===== src/rtl/shamt_extract.sv =====
// Shift-amount extraction for the EXE stage: selects the instruction shamt field
// or rs[4:0], zero-extends it, and offers both a combinational and a registered copy.
module shamt_extract #(
  parameter int DATA_WIDTH  = 32,
  parameter int SHAMT_WIDTH = 5,
  parameter int SHAMT_LSB   = 6
) (
  input  logic                  clk,
  input  logic                  rst_n,
  input  logic [DATA_WIDTH-1:0] imme_after_extension,
  input  logic [DATA_WIDTH-1:0] rs_value,
  input  logic                  src_sel,
  input  logic                  in_valid,
  input  logic                  stall,
  input  logic                  flush,
  output logic [DATA_WIDTH-1:0] shamt,
  output logic [DATA_WIDTH-1:0] shamt_q,
  output logic                  shamt_zero_q,
  output logic                  out_valid
);

  logic [SHAMT_WIDTH-1:0] field;
  logic                   unused_inputs;

  // Only the selected field matters; the rest of both buses is intentionally ignored.
  assign unused_inputs = ^{imme_after_extension, rs_value};

  assign field = src_sel ? rs_value[SHAMT_WIDTH-1:0]
                         : imme_after_extension[SHAMT_LSB+SHAMT_WIDTH-1:SHAMT_LSB];

  // Zero-extend so the immediate's sign bits never leak into the shift amount.
  assign shamt = {{(DATA_WIDTH-SHAMT_WIDTH){1'b0}}, field};

  // NOTE: sequential state uses non-blocking assignments so every register
  // samples pre-edge values regardless of statement order.
  always_ff @(posedge clk or negedge rst_n) begin
    if (!rst_n) begin
      shamt_q      <= '0;
      shamt_zero_q <= 1'b1;
      out_valid    <= 1'b0;
    end else if (flush) begin
      out_valid <= 1'b0;
    end else if (!stall) begin
      shamt_q      <= shamt;
      shamt_zero_q <= (shamt == '0);
      out_valid    <= in_valid;
    end
  end

endmodule


===== config.mk =====
export PLATFORM = sky130hd
export DESIGN_NAME = shamt_extract
export DESIGN_NICKNAME = d
export VERILOG_FILES = /design/src/rtl/shamt_extract.sv
export SDC_FILE = /design/constraint.sdc
export NUM_CORES = 1
export LEC_CHECK = 0
export ABC_AREA = 1
export CORE_UTILIZATION = 21
export DETAILED_ROUTE_END_ITERATION = 10
export PLACE_DENSITY = 0.91
export SYNTH_ARGS = -nofsm -noshare
export SYNTH_HDL_FRONTEND = slang
export SYNTH_SLANG_ARGS = --single-unit

===== constraint.sdc =====
create_clock -name clk -period 0.9 [get_ports clk]
set_input_delay 0.18 -clock clk [delete_from_list [all_inputs] [get_ports clk]]
set_output_delay 0.18 -clock clk [all_outputs]
set_load 0.005 [all_outputs]

==> impl_metrics.csv, run 1 <==
group,metric,value,unit
critical_path,path_depth,1,
drt,detail_route_antenna_nets,0,
timing,report.final.hold_viol_count,0,
timing,skew,0,ns
place,port_buffers,27,
logic_synthesis,flops_latches_synth,7,
critical_path,maximum_cell_stage_delay_along_the_critical_path,0.54,ns
drt,drt-initial-drc-count,45,
logic_synthesis,cell_count_after_synthesis,98,
logic_synthesis,yosys.cell_types.count,13,
critical_path,critPathMaxFanout,2,
critical_path,worst_path_max_delay_cell,"sky130_fd_sc_hd__dfstp_2",
critical_path,worst_path_dominant_cell_family,"flip-flops",
drt,num_vias,686,
critical_path,worst_setup_path_start_kind,"register",
floorplanning,fp.dieW,62.58,µm
timing,post-route-period-util,117.0,%
grt,grt_start_max_net_pins,9,
timing,worst_slack,-0.1533,ns
place,pre_cts_ws,-0.8017,ns
floorplanning,initial_utilization,22.56,%
outcome,failed_checks,"setup timing",
layout,layout.cells.most_common,"sky130_fd_sc_hd__conb_1",
drt,via_per_inst,3.346,
timing,fin_setup_tns,-0.2882,ns
clock_network,clock_sink_count,7,
critical_path,rrSetupSlack,0.03,ns
critical_path,r2r_end,"shamt_q[2]$_DFFE_PN0P_",
layout,area_growth,47.56,%
drt,post_drt_wl_per_cell,8.278,µm
worst_hold_path,hold_class,"in2async",
critical_path,cp.required,0.72,ns
layout,design_area,1137,µm²
clock_network,tritoncts,"built",
layout,n_antenna_cell,0,
grt,vias_in_the_first_global_route,605,
grt,grt_util_all_layers,8.679,%
floorplanning,placementRows,21,
critical_path,critPathBufInv,1,
timing,finalSetupViolations,7,
floorplanning,die_area,3916,µm²
critical_path,timing_worst_setup_path_type,"reg2out",
layout,final_layout_size_suffix_gt1_share,43.40,%
logic_synthesis,syn-cell-area,770.7,µm²
job,cap_viol_max_count,0,
clock_network,ctsHtreeMaxLevel,1,
layout,nets,230,
grt,wire_length_of_the_first_global_routing_pass,2.546,mm
clock_network,cts-root-buf,"sky130_fd_sc_hd__clkbuf_4",
timing,grt_setup_unrepaired,"yes",
critical_path,worstReg2RegStart,"shamt_q[2]$_DFFE_PN0P_",
timing,max_freq,949.4,MHz
pwr,total_power_density_per_cell_area,994.5,nW/µm²
critical_path,timing.critical_path.arrival,0.87,ns
outcome,status,"finished, violations left",
logic_synthesis,synthDominantCellAreaShare,52.60,%
logic_synthesis,yosys-top-cells-area,"sky130_fd_sc_hd__buf_4 53%, sky130_fd_sc_hd__dfrtp_1 19%, sky130_fd_sc_hd__nand2_1 5.4%",
drt,wirelength,1.697,mm
timing,slew_violations,0,
grt,global_route.overflow_total,0,
clock_network,cts_buffers,3,
logic_synthesis,synthesis.area_per_instance,7.865,µm²
clock_network,worstSkewPairLatency,0.25,ns
drt,detail_route.first_pass.iterations,4,
grt,grt_antenna_before_repair,0,
layout,most-common-layout-cells,"54 x sky130_fd_sc_hd__conb_1, 31 x sky130_fd_sc_hd__buf_4, 12 x sky130_fd_sc_hd__nand2_2, 12 x sky130_fd_sc_hd__dlygate4sd2_1, 10 x sky130_fd_sc_hd__buf_2",
logic_synthesis,synth.yosys.warnings,0,
pwr,power.ir.vdd_worst,0.2452,mV
critical_path,timing.critical_path.cells,"buf_6",
place,dp.final_hpwl,1.212,mm
clock_network,cts.clk_slew.worst_paths,0.05,ns
place,finalWeightedCongestion,0.6948,
floorplanning,num_io_pins,136,
floorplanning,core_region_area,3416,µm²
drt,detail_route.drc_violations,0,
critical_path,setup.worst_path.end,"shamt_zero_q",
critical_path,r2r_cells,4,
timing,period_minus_slack,1.053,ns
critical_path,crit_start,"shamt_zero_q$_DFFE_PN1P_",
floorplanning,die_y,62.58,µm
clock_network,clockBufferDepth,2,
logic_synthesis,yosys.area.top_type,"sky130_fd_sc_hd__buf_4",
critical_path,worstSetupEndpointType,"output pin",
place,placement.cell_area,1002,µm²
pwr,leakage,0.6393,nW
logic_synthesis,yosysSeqAreaShare,22.89,%
==> worst min path at each step <==
stage | start | endpoint | slack [ns] | depth (start not counted)
global placement | rst_n | shamt_q[1]$_DFFE_PN0P_ | 0.46 | 1
detailed placement | rst_n | shamt_q[1]$_DFFE_PN0P_ | 0.47 | 1
CTS | rst_n | shamt_q[4]$_DFFE_PN0P_ | 0.20 | 1
finish | rst_n | shamt_q[4]$_DFFE_PN0P_ | 0.20 | 1
floorplan | rst_n | out_valid$_DFFE_PN0P_ | -0.12 | 0
global route | rst_n | out_valid$_DFFE_PN0P_ | 0.22 | 1
==> layout make-up <==
| type | instances | area (µm²) |
|---|---|---|
| Fill cell | 378 | 2278 |
| Timing Repair Buffer | 58 | 450.4 |
| Multi-Input combinational cell | 88 | 414.1 |
| Sequential cell | 7 | 176.4 |
| Tap cell | 46 | 57.56 |
| Clock buffer | 4 | 26.28 |
| Inverter | 2 | 12.51 |
==> cells by family (layout without fill, tap and decap cells) <==
logic type             count (synthesis)  in the layout  synth area share, %
buffers and inverters                 56             64                53.57
other                                  1             54               0.4865
DFF                                    7              7                22.89
and+or+nand+nor                       29             29                18.51
AOI/OAI and AO/OA                      4              4                3.246
muxes                                  1              1                1.299
==> flip-flops by register name, indices dropped and copies added (netlist names) <==
name	count
shamt_q	5
out_valid	1
shamt_zero_q	1
==> cells in the mapped netlist, drive strengths merged <==
cell	n
buf	54
nand2	17
nor2	11
dfrtp	6
a31oi	4
inv	2
conb	1
dfstp	1
mux2i	1
nand3	1
==> through the flow <==
stage	cells	hold slack, ns	utilization (%)	total power (W)
after global placement	183	0.4565	29.34	0.0007907
final	205	0.1992	33.30	0.001131
after floorplan	151	-0.1156	-	0.0006896
after global routing	205	0.2194	33.30	0.001209
after CTS	204	0.2009	32.09	0.001097
after detailed placement	183	0.4665	29.34	0.0008001
==> where the power goes <==
| group | switching [W] | internal (W) | leakage, nW | total, W |
|---|---|---|---|---|
| logic | 0.000219 | 0.000263 | 0.545 | 0.000482 |
| registers | 0.0000178 | 0.000354 | 0.0794 | 0.000372 |
| clock network | 0.000108 | 0.000169 | 0.0150 | 0.000277 |
==> metal layers <==
layer / global-route usage (%) / wire length, µm / up-vias
met5: 0 / 0 / -
met4: 5.233 / 14 / 0
met3: 2.372 / 216 / 2
met2: 19.16 / 993 / 59
met1: 5.973 / 473 / 306
li1: - / - / 319
==> repair_timing <==
| action | CTS | global route |
|---|---|---|
| hold buffers | 0 | 0 |
| buffers inserted | 17 | 1 |
| gates resized for setup | 70 | 12 |
| setup endpoints to repair | 18 | 14 |
| hold endpoints to repair | 0 | 0 |
| pin swaps | 11 | 4 |
(Power assumes the default switching activity.)
==> run 2, diff against run 1 <==
--- a/config.mk
+++ b/config.mk
@@ -8,6 +8,7 @@
 export ABC_AREA = 1
 export CORE_UTILIZATION = 21
 export DETAILED_ROUTE_END_ITERATION = 10
+export HOLD_SLACK_MARGIN = 0.06
 export PLACE_DENSITY = 0.91
 export SYNTH_ARGS = -nofsm -noshare
 export SYNTH_HDL_FRONTEND = slang
==> results of run 2 <==
No change in the layout: final DEF, timing and power equal those of run 1.
==> run 3, diff against run 2 <==
--- a/config.mk
+++ b/config.mk
@@ -10,6 +10,7 @@
 export DETAILED_ROUTE_END_ITERATION = 10
 export HOLD_SLACK_MARGIN = 0.06
 export PLACE_DENSITY = 0.91
+export REMOVE_ABC_BUFFERS = 1
 export SYNTH_ARGS = -nofsm -noshare
 export SYNTH_HDL_FRONTEND = slang
 export SYNTH_SLANG_ARGS = --single-unit
==> run 3 against run 2 <==
  * The flow still finishes with violations (setup timing)
  * Die area did not move
  * Clock-buffer cell count did not move
  * Global-route usage fell by 1.3 points
  * Core utilization fell by 2.3 points
  * Final cell count fell by 2.9%
  * Critical path depth did not move
  * Clock power barely moved
==> impl_metrics.csv, run 3 (synthesized netlist as in run 1, its figures left out) <==
group,metric,value,unit
place,dp.final_hpwl,1.191,mm
timing,max_freq,947.6,MHz
drt,post_drt_wl_per_cell,7.638,µm
clock_network,clock_sink_count,7,
layout,area_growth,37.34,%
clock_network,cts_hold_repair.buffers,0,
grt,grt_antenna_before_repair,1,
drt,drt-initial-drc-count,20,
floorplanning,die_y,62.58,µm
critical_path,cp.required,0.72,ns
layout,final_layout_size_suffix_gt1_share,35.53,%
timing,period_minus_slack,1.055,ns
timing,skew,0,ns
layout,most-common-layout-cells,"54 x sky130_fd_sc_hd__conb_1, 23 x sky130_fd_sc_hd__buf_4, 12 x sky130_fd_sc_hd__dlygate4sd2_1, 10 x sky130_fd_sc_hd__buf_2, 9 x sky130_fd_sc_hd__nand2_1",
pwr,power.ir.vdd_worst,0.3263,mV
floorplanning,num_io_pins,136,
timing,grt_setup_unrepaired,"yes",
grt,global_route.overflow_total,0,
floorplanning,placementRows,21,
timing,post-route-period-util,117.3,%
floorplanning,initial_utilization,22.56,%
place,finalWeightedCongestion,0.7343,
critical_path,worst_setup_path_start_kind,"register",
layout,final_core_util,30.99,%
drt,detail_route.drc_violations,0,
clock_network,tritoncts,"built",
clock_network,cts.clk_slew.worst_paths,0.05,ns
drt,wirelength,1.520,mm
layout,largest_register_ff_count,5,
job,cap_viol_max_count,0,
clock_network,worstSkewPairLatency,0.25,ns
critical_path,timing_worst_setup_path_type,"reg2out",
worst_hold_path,hold_class,"in2async",
critical_path,critPathMaxFanout,2,
critical_path,worstSetupEndpointType,"output pin",
place,port_buffers,27,
critical_path,worst_path_max_delay_cell,"sky130_fd_sc_hd__dfstp_2",
floorplanning,fp.dieW,62.58,µm
timing,finalSetupViolations,7,
pwr,leakage,0.6051,nW
drt,num_vias,647,
grt,grt_start_max_net_pins,10,
critical_path,maximum_cell_stage_delay_along_the_critical_path,0.54,ns
floorplanning,core_region_area,3416,µm²
timing,report.final.hold_viol_count,0,
clock_network,ctsHtreeMaxLevel,1,
drt,detail_route_antenna_nets,0,
clock_network,cts_buffers,3,
critical_path,worst_path_dominant_cell_family,"flip-flops",
clock_network,cts-root-buf,"sky130_fd_sc_hd__clkbuf_4",
layout,biggest_registers_after_layout,"shamt_q x5, out_valid x1, shamt_zero_q x1",
critical_path,timing.critical_path.cells,"buf_6",
grt,grt_util_all_layers,7.373,%
outcome,failed_checks,"setup timing",
drt,via_per_inst,3.251,
grt,wire_length_of_the_first_global_routing_pass,2.145,mm
critical_path,critPathBufInv,1,
floorplanning,die_area,3916,µm²
drt,detail_route.first_pass.iterations,6,
timing,worst_slack,-0.1553,ns
layout,layout.cells.most_common,"sky130_fd_sc_hd__conb_1",
clock_network,clockBufferDepth,2,
critical_path,timing.critical_path.arrival,0.88,ns
layout,regMostFlops,"shamt_q",
pwr,totalPowerFinal,0.001066,W
outcome,status,"finished, violations left",
pwr,total_power_density_per_cell_area,1007,nW/µm²
timing,slew_violations,0,
grt,vias_in_the_first_global_route,507,
layout,nets,223,
[run 3: changes by cell type in the layout (fill, tap and decap cells not counted), moves of 2 or more]
cell,change
sky130_fd_sc_hd__buf_4,-8
sky130_fd_sc_hd__nand2_1,+4
sky130_fd_sc_hd__nand2_2,-4
sky130_fd_sc_hd__nor2_1,+3
sky130_fd_sc_hd__nor2_2,-2
[run 3: stage by stage]
| step | worst slack (ns) | instances | setup TNS, ns | area, µm² | hold slack [ns] |
|---|---|---|---|---|---|
| 5_1_grt | -0.1863 | 199 | -0.5774 | 1059 | 0.2188 |
| 3_5_place_dp | -0.8069 | 182 | -7.610 | 994.7 | 0.4564 |
| 2_1_floorplan | 0.1897 | 97 | 0 | 564.3 | -0.1156 |
| 6_report | -0.1553 | 199 | -0.3125 | 1059 | 0.1993 |
| 4_1_cts | -0.1725 | 198 | -0.4024 | 1044 | 0.1923 |
| 3_3_place_gp | -0.7867 | 182 | -7.254 | 994.7 | 0.4542 |
[run 3: where the power goes]
| group | switching, W | internal [W] | leakage [nW] |
|---|---|---|---|
| combinational | 0.000193 | 0.000222 | 0.511 |
| clock | 0.000109 | 0.000169 | 0.0150 |
| sequential | 0.0000191 | 0.000354 | 0.0794 |
[run 3: metal layers]
layer / vias to the layer above / part of all wire (%) / global-route usage (%) / wire length, µm
met2: 60 / 52 / 13.04 / 794
li1: 305 / - / - / -
met5: - / 0 / 0 / 0
met4: 0 / 0.79 / 5.233 / 12
met3: 2 / 15 / 3.285 / 226
met1: 280 / 32 / 6.637 / 486
[run 3: final cells by class]
cell class / count / area, µm²
Sequential cell: 7 / 176.4
Tap cell: 46 / 57.56
Timing Repair Buffer: 51 / 397.9
Fill cell: 383 / 2357
Antenna cell: 1 / 2.502
Clock buffer: 4 / 26.28
Multi-Input combinational cell: 88 / 385.4
Inverter: 2 / 12.51
[run 3: worst paths after layout]
kind / depth (start not counted) / start / slack, ns / endpoint
hold / removal: 1 / rst_n / 0.20 / out_valid$_DFFE_PN0P_
max in group asynchronous: 1 / rst_n / 0.41 / shamt_zero_q$_DFFE_PN1P_
setup / recovery: 1 / shamt_zero_q$_DFFE_PN1P_ / -0.16 / shamt_zero_q
hold reg to reg: 2 / shamt_zero_q$_DFFE_PN1P_ / 0.47 / shamt_zero_q$_DFFE_PN1P_
min in group clk: 2 / flush / 0.30 / out_valid$_DFFE_PN0P_
setup reg to reg: 3 / shamt_q[4]$_DFFE_PN0P_ / 0.11 / shamt_q[4]$_DFFE_PN0P_
[run 3: repair_timing]
item,4_1_cts,5_1_grt
cloned,0,0
pin swaps,10,0
hold endpoints to repair,0,0
resized for setup,63,5
buffers inserted,12,0
setup endpoints to repair,18,13
